[src/rtl/evt_burst_stepper_if.sv]
// Command bus for evt_burst_stepper: valid/ready handshake plus command fields.
// Latency: none (wires only).
// Backpressure: the source holds cmd_* stable while cmd_valid=1 and cmd_ready=0.
// Ports: cmd_valid/cmd_ready handshake, cmd_ch target channel, cmd_burst mode,
//        cmd_len burst step count, cmd_gap idle cycles between burst steps.
interface evt_burst_stepper_if #(
    parameter int CH_W  = 2,
    parameter int LEN_W = 4,
    parameter int GAP_W = 3
);
    logic             cmd_valid;
    logic             cmd_ready;
    logic [CH_W-1:0]  cmd_ch;
    logic             cmd_burst;
    logic [LEN_W-1:0] cmd_len;
    logic [GAP_W-1:0] cmd_gap;

    modport master (
        output cmd_valid, cmd_ch, cmd_burst, cmd_len, cmd_gap,
        input  cmd_ready
    );

    modport slave (
        input  cmd_valid, cmd_ch, cmd_burst, cmd_len, cmd_gap,
        output cmd_ready
    );
endinterface

[src/rtl/evt_burst_stepper.sv]
// Multi-channel value stepper: single steps or bursts with idle gaps, one evt pulse per step.
// Latency: accept at edge k, first val/evt update visible after edge k+1; bursts spaced gap+1 cycles.
// Backpressure: cmd_ready=1 only in IDLE; commands offered while busy are ignored.
// Ports: clk/rst (async, active-high); cmd_if command bus (slave); i_cnt_clr clears all
//        trigger counters; o_val/o_flag/o_evt/o_trig_cnt per-channel state; o_busy/o_done status.
module evt_burst_stepper #(
    parameter int NCH   = 4,
    parameter int VAL_W = 8,
    parameter int CNT_W = 16,
    parameter int LEN_W = 4,
    parameter int GAP_W = 3
) (
    input  logic                   clk,
    input  logic                   rst,
    evt_burst_stepper_if.slave     cmd_if,
    input  logic                   i_cnt_clr,
    output logic [NCH*VAL_W-1:0]   o_val,
    output logic [NCH-1:0]         o_flag,
    output logic [NCH-1:0]         o_evt,
    output logic [NCH*CNT_W-1:0]   o_trig_cnt,
    output logic                   o_busy,
    output logic                   o_done
);
    localparam int CH_W = (NCH > 1) ? $clog2(NCH) : 1;

    localparam logic [CH_W:0]    NCH_L   = (CH_W+1)'(NCH);
    localparam logic [LEN_W-1:0] LEN_ONE = {{(LEN_W-1){1'b0}}, 1'b1};
    localparam logic [GAP_W-1:0] GAP_ONE = {{(GAP_W-1){1'b0}}, 1'b1};
    localparam logic [VAL_W-1:0] VAL_ONE = {{(VAL_W-1){1'b0}}, 1'b1};
    localparam logic [CNT_W-1:0] CNT_ONE = {{(CNT_W-1){1'b0}}, 1'b1};

    typedef enum logic [1:0] {
        S_IDLE = 2'd0,
        S_STEP = 2'd1,
        S_GAP  = 2'd2,
        S_FIN  = 2'd3
    } state_t;

    state_t                       r_state;
    logic [CH_W-1:0]              r_ch;
    logic [LEN_W-1:0]             r_left;     // steps still to issue, including the current STEP
    logic [GAP_W-1:0]             r_gap;
    logic [GAP_W-1:0]             r_gap_cnt;
    logic                         r_ready;
    logic                         r_busy;
    logic                         r_done;

    logic [NCH-1:0][VAL_W-1:0]    r_val;
    logic [NCH-1:0]               r_flag;
    logic [NCH-1:0]               r_evt;
    logic [NCH-1:0][CNT_W-1:0]    r_cnt;

    logic                         w_ch_ok;
    logic                         w_step;
    logic [NCH-1:0]               w_sel;

    // Out-of-range channels are accepted but routed straight to FIN, so STEP never sees them.
    assign w_ch_ok = ({1'b0, cmd_if.cmd_ch} < NCH_L);
    assign w_step  = (r_state == S_STEP);

    always_comb begin
        w_sel = '0;
        for (int i = 0; i < NCH; i++) begin
            if (r_ch == CH_W'(i)) begin
                w_sel[i] = 1'b1;
            end
        end
    end

    // Control FSM; status outputs are registered alongside the state transition.
    always_ff @(posedge clk or posedge rst) begin
        if (rst) begin
            r_state   <= S_IDLE;
            r_ch      <= '0;
            r_left    <= '0;
            r_gap     <= '0;
            r_gap_cnt <= '0;
            r_ready   <= 1'b1;
            r_busy    <= 1'b0;
            r_done    <= 1'b0;
        end else begin
            r_done <= 1'b0;
            case (r_state)
                S_IDLE: begin
                    if (cmd_if.cmd_valid) begin
                        r_ch    <= cmd_if.cmd_ch;
                        r_gap   <= cmd_if.cmd_gap;
                        r_left  <= cmd_if.cmd_burst ? cmd_if.cmd_len : LEN_ONE;
                        r_ready <= 1'b0;
                        r_busy  <= 1'b1;
                        if (!w_ch_ok || (cmd_if.cmd_burst && (cmd_if.cmd_len == '0))) begin
                            r_state <= S_FIN;
                        end else begin
                            r_state <= S_STEP;
                        end
                    end
                end
                S_STEP: begin
                    if (r_left == LEN_ONE) begin
                        // Last step: done and the idle status land together with the final evt.
                        r_state <= S_IDLE;
                        r_done  <= 1'b1;
                        r_busy  <= 1'b0;
                        r_ready <= 1'b1;
                    end else begin
                        r_left <= r_left - LEN_ONE;
                        if (r_gap != '0) begin
                            r_state   <= S_GAP;
                            r_gap_cnt <= r_gap;
                        end
                    end
                end
                S_GAP: begin
                    if (r_gap_cnt == GAP_ONE) begin
                        r_state <= S_STEP;
                    end else begin
                        r_gap_cnt <= r_gap_cnt - GAP_ONE;
                    end
                end
                S_FIN: begin
                    r_state <= S_IDLE;
                    r_done  <= 1'b1;
                    r_busy  <= 1'b0;
                    r_ready <= 1'b1;
                end
                default: begin
                    r_state <= S_IDLE;
                end
            endcase
        end
    end

    // Per-channel datapath: the edge that ends a STEP cycle updates the selected channel.
    always_ff @(posedge clk or posedge rst) begin
        if (rst) begin
            r_val  <= '0;
            r_flag <= '1;
            r_evt  <= '0;
            r_cnt  <= '0;
        end else begin
            for (int i = 0; i < NCH; i++) begin
                r_evt[i] <= 1'b0;
                if (w_step && w_sel[i]) begin
                    r_val[i]  <= r_val[i] + VAL_ONE;
                    // The incremented value's LSB is the inverse of the old LSB, so
                    // "new value is even" equals the old LSB.
                    r_flag[i] <= r_val[i][0];
                    r_evt[i]  <= 1'b1;
                end
                // Clear wins over counting; a step coinciding with the clear counts once.
                if (i_cnt_clr) begin
                    r_cnt[i] <= (w_step && w_sel[i]) ? CNT_ONE : '0;
                end else if (w_step && w_sel[i] && (r_cnt[i] != '1)) begin
                    r_cnt[i] <= r_cnt[i] + CNT_ONE;
                end
            end
        end
    end

    assign cmd_if.cmd_ready = r_ready;
    assign o_val            = r_val;
    assign o_flag           = r_flag;
    assign o_evt            = r_evt;
    assign o_trig_cnt       = r_cnt;
    assign o_busy           = r_busy;
    assign o_done           = r_done;

endmodule

[src/flat_wrapper.sv]
// flat-port wrapper written by rule: the top's interface ports become plain ports
module evt_burst_stepper_flat 
#(
    parameter int NCH   = 4,
    parameter int VAL_W = 8,
    parameter int CNT_W = 16,
    parameter int LEN_W = 4,
    parameter int GAP_W = 3
)
  (clk, rst, i_cnt_clr, o_val, o_flag, o_evt, o_trig_cnt, o_busy, o_done, cmd_if_cmd_valid, cmd_if_cmd_ch, cmd_if_cmd_burst, cmd_if_cmd_len, cmd_if_cmd_gap, cmd_if_cmd_ready);
  evt_burst_stepper_if #(.CH_W(2), .LEN_W(LEN_W), .GAP_W(GAP_W)) cmd_if_i ();
  input  logic clk;
  input  logic rst;
  input  logic i_cnt_clr;
  output logic [NCH*VAL_W-1:0] o_val;
  output logic [NCH-1:0] o_flag;
  output logic [NCH-1:0] o_evt;
  output logic [NCH*CNT_W-1:0] o_trig_cnt;
  output logic o_busy;
  output logic o_done;
  input wire logic [$bits(cmd_if_i.cmd_valid)-1:0] cmd_if_cmd_valid;
  input wire logic [$bits(cmd_if_i.cmd_ch)-1:0] cmd_if_cmd_ch;
  input wire logic [$bits(cmd_if_i.cmd_burst)-1:0] cmd_if_cmd_burst;
  input wire logic [$bits(cmd_if_i.cmd_len)-1:0] cmd_if_cmd_len;
  input wire logic [$bits(cmd_if_i.cmd_gap)-1:0] cmd_if_cmd_gap;
  output wire logic [$bits(cmd_if_i.cmd_ready)-1:0] cmd_if_cmd_ready;
  assign cmd_if_i.cmd_valid = cmd_if_cmd_valid;
  assign cmd_if_i.cmd_ch = cmd_if_cmd_ch;
  assign cmd_if_i.cmd_burst = cmd_if_cmd_burst;
  assign cmd_if_i.cmd_len = cmd_if_cmd_len;
  assign cmd_if_i.cmd_gap = cmd_if_cmd_gap;
  assign cmd_if_cmd_ready = cmd_if_i.cmd_ready;
  evt_burst_stepper #(.NCH(NCH), .VAL_W(VAL_W), .CNT_W(CNT_W), .LEN_W(LEN_W), .GAP_W(GAP_W)) u_core (.clk(clk), .rst(rst), .cmd_if(cmd_if_i), .i_cnt_clr(i_cnt_clr), .o_val(o_val), .o_flag(o_flag), .o_evt(o_evt), .o_trig_cnt(o_trig_cnt), .o_busy(o_busy), .o_done(o_done));
endmodule
[config.mk]
export PLATFORM = sky130hd
export DESIGN_NAME = evt_burst_stepper_flat
export DESIGN_NICKNAME = d
export VERILOG_FILES = /design/src/rtl/evt_burst_stepper_if.sv /design/src/rtl/evt_burst_stepper.sv /design/src/flat_wrapper.sv
export SDC_FILE = /design/constraint.sdc
export NUM_CORES = 1
export LEC_CHECK = 0
export BUFFER_PORTS_ARGS = -buffer_cell sky130_fd_sc_hd__buf_2
export CAP_MARGIN = 20
export CORE_ASPECT_RATIO = 1.5
export CORE_UTILIZATION = 50
export CTS_CLUSTER_DIAMETER = 120
export CTS_CLUSTER_SIZE = 12
export DETAILED_ROUTE_END_ITERATION = 10
export GPL_TIMING_DRIVEN = 1
export HOLD_SLACK_MARGIN = 0.12
export PLACE_DENSITY_LB_ADDON = 0.08
export SLEW_MARGIN = 20
export SYNTH_ARGS = -nofsm -noshare
export SYNTH_HDL_FRONTEND = slang
export SYNTH_SLANG_ARGS = --single-unit
[constraint.sdc]
create_clock -name clk -period 5.5 [get_ports clk]
set_clock_uncertainty 0.05 [all_clocks]
set_input_delay 0.275 -clock clk [delete_from_list [all_inputs] [get_ports clk]]
set_output_delay 0.275 -clock clk [all_outputs]
set_load 0.03 [all_outputs]
==> metrics <==
share of the synthesized area in the top cell type between 40% and 50%; row cnt 50; Final ANT Viol Nets 0; #FFs+latches synth between 100 and 150; crit start category flip-flop; Flop pwr share around two fifths; worst hold start cmd_if_cmd_len[1]; Int Power 0.00200 W; Post-Syn Instances between 600 and 700; post-cts gate resize count 0; post-synthesis sequential area ratio between 40 and 50%; crit path capture type flip-flop; Max transition margin between 40% and 50%; CP Data Required Time around 5.7 ns; # diodes 0; most used flip-flop cell after synthesis dfrtp_1; IO Pins between 100 and 150; Switch Pwr 0.00116 W; top post-synthesis cells by count 116 x dfrtp_1, 63 x nand2_1, 48 x a21oi_1; Logic pwr share 29.3%; Final Hold Violating Endpoints 0; Lkg Pwr 3.51 nW; r2r endpoint u_core.o_trig_cnt[63]; layout cells sized above 1 24.9%; Layout Cells excl Fill roughly 940; Syn. warnings 0; post-synthesis cell type count ~60; total core area ~0.012 mm2; post-layout min period 3.16 ns; FMAX approximately 320 MHz; placed instance area 0.00706 mm2; Switching Share a little over a third; most numerous cell in the Yosys netlist dfrtp_1; placed cells between 800 and 900; post-route cell area 0.00766 mm2; routed vias 5470; post-synthesis area per instance 9.83 um2; final net count 799; Hold Path Stages 5; power per cell area between 400 and 500 mW/mm2; crit share post-route approximately 57%; r2r startpoint u_core.r_state[1]; Synthesized Nets 679; clock tree buffer depth 2; setup TNS 0 ns; Slew @ Worst Pin a little under 0.9 ns; post-synth design cell area 0.00637 mm2; FFs w/ async S/R, synth 100%; R2R cell count 7; area delta synth->final 20.4%; initial antenna violation count 0; vias in the first global route around 5300; Crit Path Max Fanout 26; worst min-delay path class input port to flip-flop; top post-synthesis cells by area dfrtp_1 46%, mux2_2 4.1%, a21oi_1 3.8%; final wirelength 14.9 mm; DP HPWL a little over 10 mm; largest net degree at the start of global routing 85; Die ar. approximately 0.013 mm2; First-pass DRT Iterations 4; GR Overflow Total 0; Root Buffer clkbuf_16; number of port buffers 120; cts bufs inserted 17; Via-to-Cell Ratio 5.85; fin. max-slew vios 0; WP data arrival approximately 3.4 ns; # Max-Cap Violations 0; area leader, netlist dfrtp_1; Routability Congestion 0.811; Setup-failing EPs final 0; die height around 140 um; flop2flop setup slack 2.34 ns; outcome completed; global-route wire length before repair between 20 and 25 mm; Die W between 90 and 100 um; Setup Crit Path Kind flip-flop to flip-flop; CTS Sinks approximately 120; setup slack at placement approximately 2.3 ns; post-route DRC violation count 0; drt initial violations 202; clk slew on worst S/H paths about 0.050 ns; Starting Density 51.1%; clk_lat worst skew 0.41 ns; clock power share between 30% and 40%; H-tree level count 4; Hold Crit Endpoint u_core.r_left[1]; peak supply drop 0.423 mV; CTS tree done; RSZ-0062 raised after global routing no; setup ws final 2.34 ns; All-Layer GR Usage approximately a quarter; drt wl/cell between 15 and 20 um; number of synthesized flops with an enable pin 0
-- cell families after synthesis --
group / count (synthesis) / share of synthesized area (%)
multiplexers: 29 / 5.01
buffers and inverters: 47 / 3.07
XOR/XNOR: 28 / 3.85
flip-flops: 121 / 47.7
adder cells (fa/ha/maj): 17 / 3.34
AO/OA/AOI/OAI: 126 / 12.6
AND/OR/NAND/NOR: 280 / 24.5
-- sequential cells by signal, summed over array words and instances, names as in the netlist --
name,flops
u_core.r_left,4
u_core.o_flag,4
u_core.o_evt,4
u_core.o_done,1
u_core.r_gap_cnt,3
u_core.o_trig_cnt,64
u_core.r_state,2
u_core.r_gap,3
u_core.o_busy,1
u_core.cmd_if.cmd_ready,1
u_core.r_ch,2
u_core.o_val,32
-- critical path, cell delays in order (launching register included) --
cell	delay [ns]
dfrtp_1	0.40
inv_1	0.12
ha_1	0.76
nand3_2	0.33
inv_2	0.28
nand4_1	0.34
nor4_1	0.39
mux2_2	0.37
-- worst max-delay path by stage --
stage / from / end / slack, ns / depth (start not counted)
final: u_core.r_state[1] / u_core.o_trig_cnt[63] / 2.34 / 7
after global routing: u_core.r_state[1] / u_core.o_trig_cnt[63] / 2.06 / 7
after CTS: u_core.r_state[1] / u_core.o_trig_cnt[63] / 2.32 / 7
after detailed placement: u_core.r_state[1] / u_core.o_trig_cnt[63] / 2.34 / 7
after global placement: u_core.r_state[1] / u_core.o_trig_cnt[63] / 2.47 / 7
after floorplan: rst / u_core.o_busy / 1.97 / 1
-- timing repair --
item                                   CTS  global route
buffers inserted                         0             0
endpoints found under the hold margin   67             0
hold buffers                             6             0
-- cell type report --
class                           instances  area, um2
Timing Repair Buffer                  128        676
Tap cell                              156        195
Multi-Input combinational cell        480       3150
Clock inverter                         13        108
Clock buffer                           17        425
Fill cell                            1143       4780
Inverter                               20       77.6
Sequential cell                       121       3030
-- routing by layer --
layer,up-vias,GRT usage (%),wire length (um)
met4,0,8.74,180
met2,122,42.5,7960
met5,-,0,0
met1,2697,27.4,6210
met3,14,5.43,598
li1,2637,-,-
-- power groups by stage --
stage                     logic [W]  registers (W)  clock network [W]
after floorplan            0.000519        0.00141                  0
after global placement     0.000902        0.00124                  0
after detailed placement   0.000927        0.00125                  0
after CTS                  0.000933        0.00123            0.00103
after global routing        0.00103        0.00125            0.00107
final                      0.000925        0.00123            0.00101
-- cell usage in the layout (no fill, tap or decap), types with 22 or more instances in the layout --
cell / instances
a21oi_1: 48
buf_2: 120
dfrtp_1: 116
mux2_2: 23
nand2_1: 63
nand3_1: 24
nand4_1: 31
nor2_1: 29
o21ai_0: 26
or3_1: 22
xnor2_1: 25
-- per-stage QoR --
stage,util (%),power (W),hold WS [ns]
detailed placement,56.7,0.00217,0.399
global placement,56.7,0.00214,0.405
global route,61.6,0.00335,0.248
CTS,61.5,0.00319,0.188
finish,61.6,0.00316,0.193
floorplan,-,0.00192,0.376
No activity file was read; power rests on OpenSTA's default activity.
